## src/rtl/driver_alarm_ctrl.sv

```systemverilog
// driver_alarm_ctrl: escalating driver-inattention alarm controller.
// Counts inattentive ticks and steps IDLE -> WARN -> ALARM -> BRAKE.
// ALARM and BRAKE stay latched until the driver is attentive and presses ack.
// Ports:
//   clk       - system clock, posedge
//   reset     - synchronous, active-low reset
//   ok_in     - attention verdict from the monitor (1 = attentive)
//   tick      - one-cycle timebase pulse
//   ack       - driver acknowledge button (pre-synchronised level)
//   level     - current stage (0 IDLE, 1 WARN, 2 ALARM, 3 BRAKE)
//   led       - warning LED (blinks on tick while in ALARM)
//   buzzer    - audible alarm
//   brake_req - brake-assist request
module driver_alarm_ctrl #(
    parameter int unsigned WARN_T  = 3,
    parameter int unsigned ALARM_T = 5,
    parameter int unsigned BRAKE_T = 4
) (
    input  logic       clk,
    input  logic       reset,
    input  logic       ok_in,
    input  logic       tick,
    input  logic       ack,
    output logic [1:0] level,
    output logic       led,
    output logic       buzzer,
    output logic       brake_req
);

    localparam int unsigned CNT_W = 8;
    localparam int unsigned LVL_W = 2;

    typedef logic [CNT_W-1:0] cnt_t;
    typedef logic [CNT_W:0]   cmp_t;

    typedef enum logic [LVL_W-1:0] {
        IDLE  = 2'd0,
        WARN  = 2'd1,
        ALARM = 2'd2,
        BRAKE = 2'd3
    } state_t;

    localparam cmp_t WARN_LIM  = cmp_t'(WARN_T);
    localparam cmp_t ALARM_LIM = cmp_t'(ALARM_T);
    localparam cmp_t BRAKE_LIM = cmp_t'(BRAKE_T);

    state_t state_q, state_d;
    cnt_t   cnt_q, cnt_d;
    logic   led_d, buzzer_d, brake_d;
    cmp_t   limit;
    logic   hit;

    // Threshold for the stage currently being timed
    always_comb begin
        case (state_q)
            WARN:    limit = ALARM_LIM;
            ALARM:   limit = BRAKE_LIM;
            default: limit = WARN_LIM;
        endcase
    end

    // Compare one bit wider so cnt+1 never wraps before the match
    assign hit = ((cmp_t'(cnt_q) + cmp_t'(1)) == limit);

    // Next-state, counter and output decode from the next state
    always_comb begin
        state_d  = state_q;
        cnt_d    = cnt_q;
        led_d    = 1'b0;
        buzzer_d = 1'b0;
        brake_d  = 1'b0;

        case (state_q)
            IDLE: begin
                if (ok_in) begin
                    cnt_d = '0;
                end else if (tick) begin
                    if (hit) begin
                        state_d = WARN;
                        cnt_d   = '0;
                    end else begin
                        cnt_d = cnt_q + cnt_t'(1);
                    end
                end
            end
            WARN: begin
                if (ok_in) begin
                    state_d = IDLE;
                    cnt_d   = '0;
                end else if (tick) begin
                    if (hit) begin
                        state_d = ALARM;
                        cnt_d   = '0;
                    end else begin
                        cnt_d = cnt_q + cnt_t'(1);
                    end
                end
            end
            ALARM: begin
                // Attentive without ack freezes the counter
                if (ok_in) begin
                    if (ack) begin
                        state_d = IDLE;
                        cnt_d   = '0;
                    end
                end else if (tick) begin
                    if (hit) begin
                        state_d = BRAKE;
                        cnt_d   = '0;
                    end else begin
                        cnt_d = cnt_q + cnt_t'(1);
                    end
                end
            end
            BRAKE: begin
                if (ok_in && ack) begin
                    state_d = IDLE;
                    cnt_d   = '0;
                end
            end
            default: begin
                state_d = IDLE;
                cnt_d   = '0;
            end
        endcase

        case (state_d)
            WARN: led_d = 1'b1;
            ALARM: begin
                // Blink phase starts at 1 on entry, then toggles per tick
                led_d    = (state_q != ALARM) ? 1'b1 : (led ^ tick);
                buzzer_d = 1'b1;
            end
            BRAKE: begin
                led_d    = 1'b1;
                buzzer_d = 1'b1;
                brake_d  = 1'b1;
            end
            default: led_d = 1'b0;
        endcase
    end

    // State, counter and output registers
    always_ff @(posedge clk) begin
        if (!reset) begin
            state_q   <= IDLE;
            cnt_q     <= '0;
            led       <= 1'b0;
            buzzer    <= 1'b0;
            brake_req <= 1'b0;
        end else begin
            state_q   <= state_d;
            cnt_q     <= cnt_d;
            led       <= led_d;
            buzzer    <= buzzer_d;
            brake_req <= brake_d;
        end
    end

    assign level = state_q;

endmodule

```

## config.mk

```make
export PLATFORM = sky130hd
export DESIGN_NAME = driver_alarm_ctrl
export DESIGN_NICKNAME = d
export VERILOG_FILES = /design/src/rtl/driver_alarm_ctrl.sv
export SDC_FILE = /design/constraint.sdc
export NUM_CORES = 1
export LEC_CHECK = 0
export BUFFER_PORTS_ARGS = -buffer_cell sky130_fd_sc_hd__buf_2
export CORE_MARGIN = 10
export CORE_UTILIZATION = 60
export DETAILED_ROUTE_END_ITERATION = 16
export GPL_TIMING_DRIVEN = 0
export HOLD_SLACK_MARGIN = 0.15
export PLACE_DENSITY = 0.78
export SYNTH_ARGS = -nofsm -noshare
export SYNTH_HDL_FRONTEND = slang
export SYNTH_SLANG_ARGS = --single-unit
```

## constraint.sdc

```tcl
create_clock -name clk -period 5.8 [get_ports clk]
set_clock_uncertainty 0.1 [all_clocks]
set_input_delay 0.58 -clock clk [delete_from_list [all_inputs] [get_ports clk]]
set_output_delay 0.58 -clock clk [all_outputs]
set_load 0.05 [all_outputs]
```

==> results of run 1 <==
-- sequential cells by signal, indices dropped and copies added, names as in the netlist --
| register | cells |
|---|---|
| level | 2 |
| cnt_q | 8 |
| brake_req | 1 |
| led | 1 |
-- power groups by stage --
stage | Combinational [W] | Sequential, W | Clock, W
3_5_place_dp | 0.0000215 | 0.0000866 | 0
2_1_floorplan | 0.0000144 | 0.0000879 | 0
6_report | 0.0000215 | 0.0000847 | 0.0000684
3_3_place_gp | 0.0000207 | 0.0000866 | 0
5_1_grt | 0.0000237 | 0.0000851 | 0.0000743
4_1_cts | 0.0000215 | 0.0000847 | 0.0000688
-- layer usage --
metal	GRT usage	up-vias	share of wire
met3	0.0451	4	0.050
met5	0	-	0
met2	0.170	19	0.43
li1	-	437	-
met1	0.158	389	0.51
met4	0.0557	0	0.012
-- metrics by stage --
| step | power, W | cells | hold slack, ns | util |
|---|---|---|---|---|
| after floorplan | 0.000102 | 115 | 0.359 | - |
| after global placement | 0.000107 | 138 | 0.388 | 0.705 |
| after global routing | 0.000183 | 142 | 0.471 | 0.732 |
| after CTS | 0.000175 | 142 | 0.418 | 0.732 |
| after detailed placement | 0.000108 | 138 | 0.398 | 0.705 |
| final | 0.000174 | 142 | 0.420 | 0.732 |
-- Yosys cell counts --
cell and n:
nor2b_1 6, nor2_1 8, mux2_4 1, a22o_1 1
and3_1 1, a211oi_1 1, nor3b_1 1, inv_1 6
buf_4 1, nand3_1 11, a21oi_1 10, nand4_1 5
and4_1 1, o2bb2ai_1 1, xor2_1 1, buf_2 1
a22oi_1 4, or3b_2 1, clkbuf_1 4, o21ai_0 5
o21ai_1 1, and3b_1 1, o311ai_0 1, ha_1 6
o21bai_1 1, nor3_1 3, or4_1 1, dfxtp_1 12
a21boi_0 2, mux2i_1 3, xnor2_1 2, and2_1 2
or4_4 1, nand2_1 8, a211oi_4 1
-- worst max-delay path: stages, from the launching register on --
cell and delay (ns):
dfxtp_1 0.44, ha_1 0.18, clkbuf_1 0.26, nand2_1 0.09, or4_4 0.44, a211oi_4 0.30
nand3_1 0.15, mux2_4 0.33, a22o_1 0.23
-- cell families after synthesis --
kind of cell / share of synthesized area
and+or+nand+nor: 0.303
adders and majority gates: 0.0840
DFF: 0.269
AOI/OAI and AO/OA: 0.209
muxes: 0.0504
buffers and inverters: 0.0560
xor gates and xnor gates: 0.0294
-- layout make-up --
cell class	count	area, um^2	share of cell area
multi-input cells	91	603	0.610
flip-flops and latches	12	240	0.243
repair buffers	8	40.0	0.0405
clock buffers	4	36.3	0.0367
plain buffers	6	27.5	0.0278
inverters	6	22.5	0.0228
well taps	15	18.8	0.0190
-- how the worst max path moves through the flow --
stage	from	slack, ns	cells after the start	endpoint
2_1_floorplan	level[0]	3.32	8	led
3_3_place_gp	cnt_q[0]	3.22	8	led
3_5_place_dp	cnt_q[0]	3.19	8	led
4_1_cts	cnt_q[0]	3.18	8	led
5_1_grt	cnt_q[0]	3.00	8	led
6_report	cnt_q[0]	3.17	8	led
==> metrics.cfg, run 1 <==
[worst_hold_path]
min_to=cnt_q[7]
hold_class=flop to flop
hold_depth=1
worstHoldStart=cnt_q[7]

[logic_synthesis]
postSynthCellCount=115
yosys_register_bits=12
seq_area_frac_synth=0.269
synth_top_area_frac=0.269
yosysUniqueCellTypes=35
syn_nets=126
yosysWarnings=0
yosysTopAreaCell=dfxtp_1
netlist_area_um2=893
synth_area_leaders=dfxtp_1 (27%), ha_1 (8.4%), nand3_1 (6.2%)
syn_avg_cell_area_um2=7.77

[drt]
wl_mm=1.95
post_drt_wl_per_cell_um=13.7
via_per_inst=5.98
drtIter0Drc=23
drc=0
detail-route-antenna-nets=0
dr.pass1.iters=4
vias=849

[power]
clkPwrFrac=0.392
p_per_area_nw_per_um2=177
power_frac_seq=0.485
internal-power_w=0.000130
swShare=0.255
vdd_ir_drop_max_v=0.000132
p_leak_nw=0.395
combPwrFrac=0.123
power_switching_w=0.0000445

[timing]
finalCritPeriodShare=0.454
maxSlewViolCount=0
worst_pin_slew_ns=0.671
setup_violations=0
hold_violations=0
worst_slack_ns=3.17
min_period_ns=2.63
rsz0062_at_grt=false
final.setup.tns_ns=0
max-slew-margin-rel=0.553
fmax_mhz=380

[layout]
drive_gt1_frac=0.142
synthToLayoutAreaGrowth_pct=10.6
fillCellCount=109
layout_commonest_cell=dfxtp_1
antenna_cells=0
fin_area_um2=988
final_cell_mix=dfxtp_1 (12), nand3_1 (11), a21oi_1 (10)
fin_nets=139

[clock_tree]
clk_pin_slew_ns=0.08
ctsResizeCount=0
tritoncts=done
cts_sinks=12
root_buffer=clkbuf_4
ctsHoldBuffers=0
clockBufferDepth=2
insertion_delay_ns=0.28
numCtsBuffers=3
post-cts-setup-buffers=0
htree_num_levels=1

[setup_path]
cp_max_fo=7
r2r_cells=8
critPathKind=flop to flop
timing.rr.end=led
worstPathArrival_ns=2.70
cp.required_ns=5.87
crit_path_start_kind=flop
r2r_start=cnt_q[0]
worst_setup_path_end_kind=flop
reg2reg_slack_ns=3.17

[die]
die-area_um2=3430
die_x_um=58.6
start_util=0.662
core_um2=1350
die_height_um=58.6
rows=13
io_pins=10

[place]
dpl_cell_area_um2=952
port_buffers=8
dp_hpwl_mm=1.46
pre_cts_slack_ns=3.19
finalWeightedCongestion=0.841

[grt]
grt_pass1_wl_mm=3.35
antenna_found_initial=0
first_global_vias=762
grt_max_degree=11
grt-ovfl-total=0
gr-usage-all-layers=0.121

[flow_run]
maxCapViolations=0

[outcome]
status=finished clean

Note: power is estimated with default switching activity, not from simulation.
==> inputs of run 2 (changes only) <==
--- a/config.mk
+++ b/config.mk
@@ -5,13 +5,14 @@
 export SDC_FILE = /design/constraint.sdc
 export NUM_CORES = 1
 export LEC_CHECK = 0
+export ABC_AREA = 1
 export BUFFER_PORTS_ARGS = -buffer_cell sky130_fd_sc_hd__buf_2
 export CORE_MARGIN = 10
-export CORE_UTILIZATION = 60
+export CORE_UTILIZATION = 56
 export DETAILED_ROUTE_END_ITERATION = 16
 export GPL_TIMING_DRIVEN = 0
 export HOLD_SLACK_MARGIN = 0.15
-export PLACE_DENSITY = 0.78
+export PLACE_DENSITY = 0.74
 export SYNTH_ARGS = -nofsm -noshare
 export SYNTH_HDL_FRONTEND = slang
 export SYNTH_SLANG_ARGS = --single-unit
==> constraint.sdc (replaced) <==
create_clock -name clk -period 2.52 [get_ports clk]
set_clock_uncertainty 0.1 [all_clocks]
set_input_delay 0.252 -clock clk [delete_from_list [all_inputs] [get_ports clk]]
set_output_delay 0.252 -clock clk [all_outputs]
set_load 0.05 [all_outputs]
==> metrics.cfg, run 2 <==
[grt]
antenna_found_initial=0
grt.busiest_layer=met2
grt.met1_usage=0.158
grt-ovfl-total=0
grt_use_met3=0.0381
grt_max_degree=10
met2_usage=0.182
first_global_vias=838
grt_pass1_wl_mm=3.46
gr-usage-all-layers=0.120

[setup_path]
critPathKind=flop to flop
cp.required_ns=2.59
r2r_cells=13
r2r_start=level[1]
worst_setup_path_end_kind=flop
crit_path_start_kind=flop
worstPathArrival_ns=2.24
timing.rr.end=led
cp_max_fo=9
reg2reg_slack_ns=0.35

[die]
die-area_um2=3630
rows=14
start_util=0.595
die_height_um=60.2
core_um2=1520
die_x_um=60.2
io_pins=10

[worst_hold_path]
hold_class=primary input to flop
hold_depth=3
min_to=level[0]
worstHoldStart=reset

[layout]
synthToLayoutAreaGrowth_pct=11.2
final_cell_mix=nand2_1 (49), inv_1 (17), dfxtp_1 (12)
final_cell_count_no_fill=168
layout_commonest_cell=nand2_1
antenna_cells=0
drive_gt1_frac=0.191
fillCellCount=142
fin_nets=164
largest_reg_flops=8
regMostFlops=cnt_q

[logic_synthesis]
yosysTopAreaCell=dfxtp_1
yosysWarnings=0
yosysMostFrequentCell=nand2_1
syn_avg_cell_area_um2=6.53
async_reset_ff_frac=0
synth_top_area_frac=0.265
postSynthCellCount=139
yosys_register_bits=12
syn_nets=150
synthTopCellsByCount=nand2_1 (49), inv_1 (17), dfxtp_1 (12), nand3_1 (11), a21oi_1 (10)
netlist_area_um2=907
synth_ff_type=dfxtp_1
synth_edf_count=0
yosysUniqueCellTypes=23
synth_area_leaders=dfxtp_1 (26%), nand2_1 (20%), ha_1 (8.3%)
seq_area_frac_synth=0.265

[drt]
dr.pass1.iters=4
wl_mm=1.95
vias=872
drtIter0Drc=22
drc=0
post_drt_wl_per_cell_um=11.6
via_per_inst=5.19
detail-route-antenna-nets=0

[clock_tree]
post-cts-setup-buffers=0
root_buffer=clkbuf_4
clockBufferDepth=2
ctsResizeCount=0
insertion_delay_ns=0.27
htree_num_levels=1
ctsHoldBuffers=0
numCtsBuffers=3
cts_sinks=12
tritoncts=done
clk_pin_slew_ns=0.08

[timing]
maxSlewViolCount=0
max-slew-margin-rel=0.720
fmax_mhz=461
worst_pin_slew_ns=0.418
worst_slack_ns=0.352
final.setup.tns_ns=0
hold_violations=0
setup_violations=0
finalCritPeriodShare=0.860
rsz0062_at_grt=false
min_period_ns=2.17

[power]
vdd_ir_drop_max_v=0.000356
p_leak_nw=0.468
p_per_area_nw_per_um2=573

[place]
post-place-cells=164
pre_cts_slack_ns=0.375
dp_hpwl_mm=1.56
port_buffers=9
finalWeightedCongestion=0.922

[flow_run]
maxCapViolations=0

[outcome]
status=finished clean

run 2: worst max path at each step:
stage          end      from  cells past startpoint
3_5_place_dp   led  level[1]                     13
2_1_floorplan  led  level[0]                     13
6_report       led  level[1]                     13
4_1_cts        led  level[1]                     13
3_3_place_gp   led  level[1]                     13
5_1_grt        led  level[1]                     13
run 2: area by class of cell:
cell class,instances,area [um^2],share of cell area
plain buffers,1,7.51,0.00744
clock buffers,4,36.3,0.0360
inverters,20,75.1,0.0744
multi-input cells,106,584,0.579
flip-flops and latches,12,240,0.238
well taps,16,20.0,0.0199
repair buffers,9,45.0,0.0447
run 2: kinds of logic after synthesis:
| group | synth area share |
|---|---|
| and+or+nand+nor | 0.459 |
| adders and majority gates | 0.0828 |
| DFF | 0.265 |
| buffers and inverters | 0.0910 |
| AOI/OAI and AO/OA | 0.0828 |
| xor gates and xnor gates | 0.0193 |
run 2: where the power goes:
part | internal, W | switching (W) | total (W)
logic | 0.0000633 | 0.000138 | 0.000202
registers | 0.000204 | 0.0000171 | 0.000221
clock network | 0.0000878 | 0.0000669 | 0.000155
total | 0.000355 | 0.000222 | 0.000577
run 2: stage by stage:
stage	power, W	utilization	area (um^2)	hold WS (ns)
after floorplan	0.000383	-	907	0.302
after global placement	0.000425	0.638	972	0.373
after detailed placement	0.000429	0.638	972	0.388
after CTS	0.000584	0.662	1010	0.153
after global routing	0.000616	0.662	1010	0.162
final	0.000577	0.662	1010	0.159
run 2: layer usage:
layer	share of wire	vias to the layer above	wire [um]
met2	0.43	15	847
met1	0.52	388	1010
met5	0	-	0
met4	0.0072	0	14
met3	0.041	2	79
li1	-	467	-
run 2: critical path, cell delays in order (launching register included):
cell     delay (ns)
dfxtp_1        0.55
inv_1          0.12
ha_1           0.32
inv_1          0.04
nor2_1         0.08
nand3_1        0.07
nand2_1        0.10
nand3_2        0.08
nor2_4         0.14
nand3_1        0.09
a21oi_1        0.14
nand2_1        0.08
nand3_1        0.10
nand2_1        0.06
==> inputs of run 3 (changes only) <==
--- a/config.mk
+++ b/config.mk
@@ -12,6 +12,7 @@
 export DETAILED_ROUTE_END_ITERATION = 16
 export GPL_TIMING_DRIVEN = 0
 export HOLD_SLACK_MARGIN = 0.15
+export MAX_ROUTING_LAYER = met4
 export PLACE_DENSITY = 0.74
 export SYNTH_ARGS = -nofsm -noshare
 export SYNTH_HDL_FRONTEND = slang
==> metrics.cfg, run 3 (synthesis gave the netlist of run 2 again) <==
[outcome]
status=finished clean

[drt]
dr.pass1.iters=4
vias=876
post_drt_wl_per_cell_um=11.1
drtIter0Drc=22
drc=0
via_per_inst=5.25
detail-route-antenna-nets=0
wl_mm=1.86

[power]
p_per_area_nw_per_um2=541
p_leak_nw=0.461
finalPower_w=0.000539
vdd_ir_drop_max_v=0.000413

[timing]
maxSlewViolCount=0
max-slew-margin-rel=0.716
hold_violations=0
finalCritPeriodShare=0.834
fmax_mhz=476
rsz0062_at_grt=false
worst_pin_slew_ns=0.424
setup_violations=0
final.setup.tns_ns=0
min_period_ns=2.10
worst_slack_ns=0.419

[layout]
final_cell_mix=nand2_1 (49), inv_1 (17), dfxtp_1 (12)
synthToLayoutAreaGrowth_pct=9.66
fin_util=0.653
largest_reg_flops=8
antenna_cells=0
fin_nets=164
layout_commonest_cell=nand2_1
regMostFlops=cnt_q
fin_area_um2=995
drive_gt1_frac=0.185

[die]
rows=14
io_pins=10
core_um2=1520
die_x_um=60.2
start_util=0.595
die_height_um=60.2
die-area_um2=3630

[place]
dp_hpwl_mm=1.48
port_buffers=9
dpl_cell_area_um2=972
finalWeightedCongestion=0.901
pre_cts_slack_ns=0.404

[setup_path]
worst_setup_path_end_kind=flop
critPathKind=flop to flop
timing.rr.end=led
cp.required_ns=2.58
crit_path_start=level[1]
reg2reg_slack_ns=0.42
crit_path_start_kind=flop
worstPathArrival_ns=2.16
r2r_start=level[1]
cp_max_fo=9
r2r_cells=13
endpoint=led

[clock_tree]
ctsResizeCount=0
root_buffer=clkbuf_4
insertion_delay_ns=0.26
post-cts-setup-buffers=0
cts_sinks=12
tritoncts=done
ctsHoldBuffers=0
clk_pin_slew_ns=0.07
clockBufferDepth=2
htree_num_levels=1
numCtsBuffers=3

[worst_hold_path]
hold_class=primary input to flop

[grt]
grt_max_degree=10
grt_pass1_wl_mm=3.40
grt-ovfl-total=0
first_global_vias=807
gr-usage-all-layers=0.119
antenna_found_initial=0

[flow_run]
maxCapViolations=0

-- run 3: worst min path at each step --
stage / endpoint / startpoint / slack (ns) / cells past startpoint
after floorplan: level[0] / reset / 0.30 / 2
after global placement: cnt_q[6] / cnt_q[6] / 0.37 / 2
after detailed placement: cnt_q[6] / cnt_q[6] / 0.38 / 2
after CTS: level[0] / reset / 0.16 / 3
after global routing: level[0] / reset / 0.18 / 3
final: level[0] / reset / 0.16 / 3
-- run 3: worst max-delay path, stage by stage (launching register included) --
cell and delay (ns):
dfxtp_1 0.51, inv_1 0.11, ha_1 0.32, inv_1 0.05, nor2_1 0.08, nand3_1 0.07
nand2_1 0.09, nand3_2 0.08, nor2_4 0.14, nand3_1 0.09, a21oi_1 0.13, nand2_1 0.08
nand3_1 0.09, nand2_1 0.06
-- run 3: layer usage --
| metal | global-route usage | vias to the layer above | part of all wire |
|---|---|---|---|
| li1 | - | 470 | - |
| met1 | 0.165 | 385 | 0.52 |
| met2 | 0.169 | 19 | 0.44 |
| met3 | 0.0254 | 2 | 0.037 |
| met4 | 0.0288 | 0 | 0.0048 |
| met5 | - | - | 0 |
-- run 3: through the flow --
step	hold WS, ns	cells
floorplan	0.302	139
global placement	0.373	164
detailed placement	0.380	164
CTS	0.159	167
global route	0.181	167
finish	0.165	167
-- run 3: power by group --
part	switching, W	internal [W]	total (W)
logic	0.000140	0.0000640	0.000204
clock network	0.0000598	0.0000551	0.000115
registers	0.0000162	0.000204	0.000220
total	0.000216	0.000323	0.000539
-- run 3: final cells by class --
class	instances	area [um^2]
buffer	1	7.51
clock buffer	3	22.5
fill	151	529
inverter	20	75.1
multi-input combinational	106	584
sequential	12	240
tap	16	20.0
timing repair buffer	9	45.0
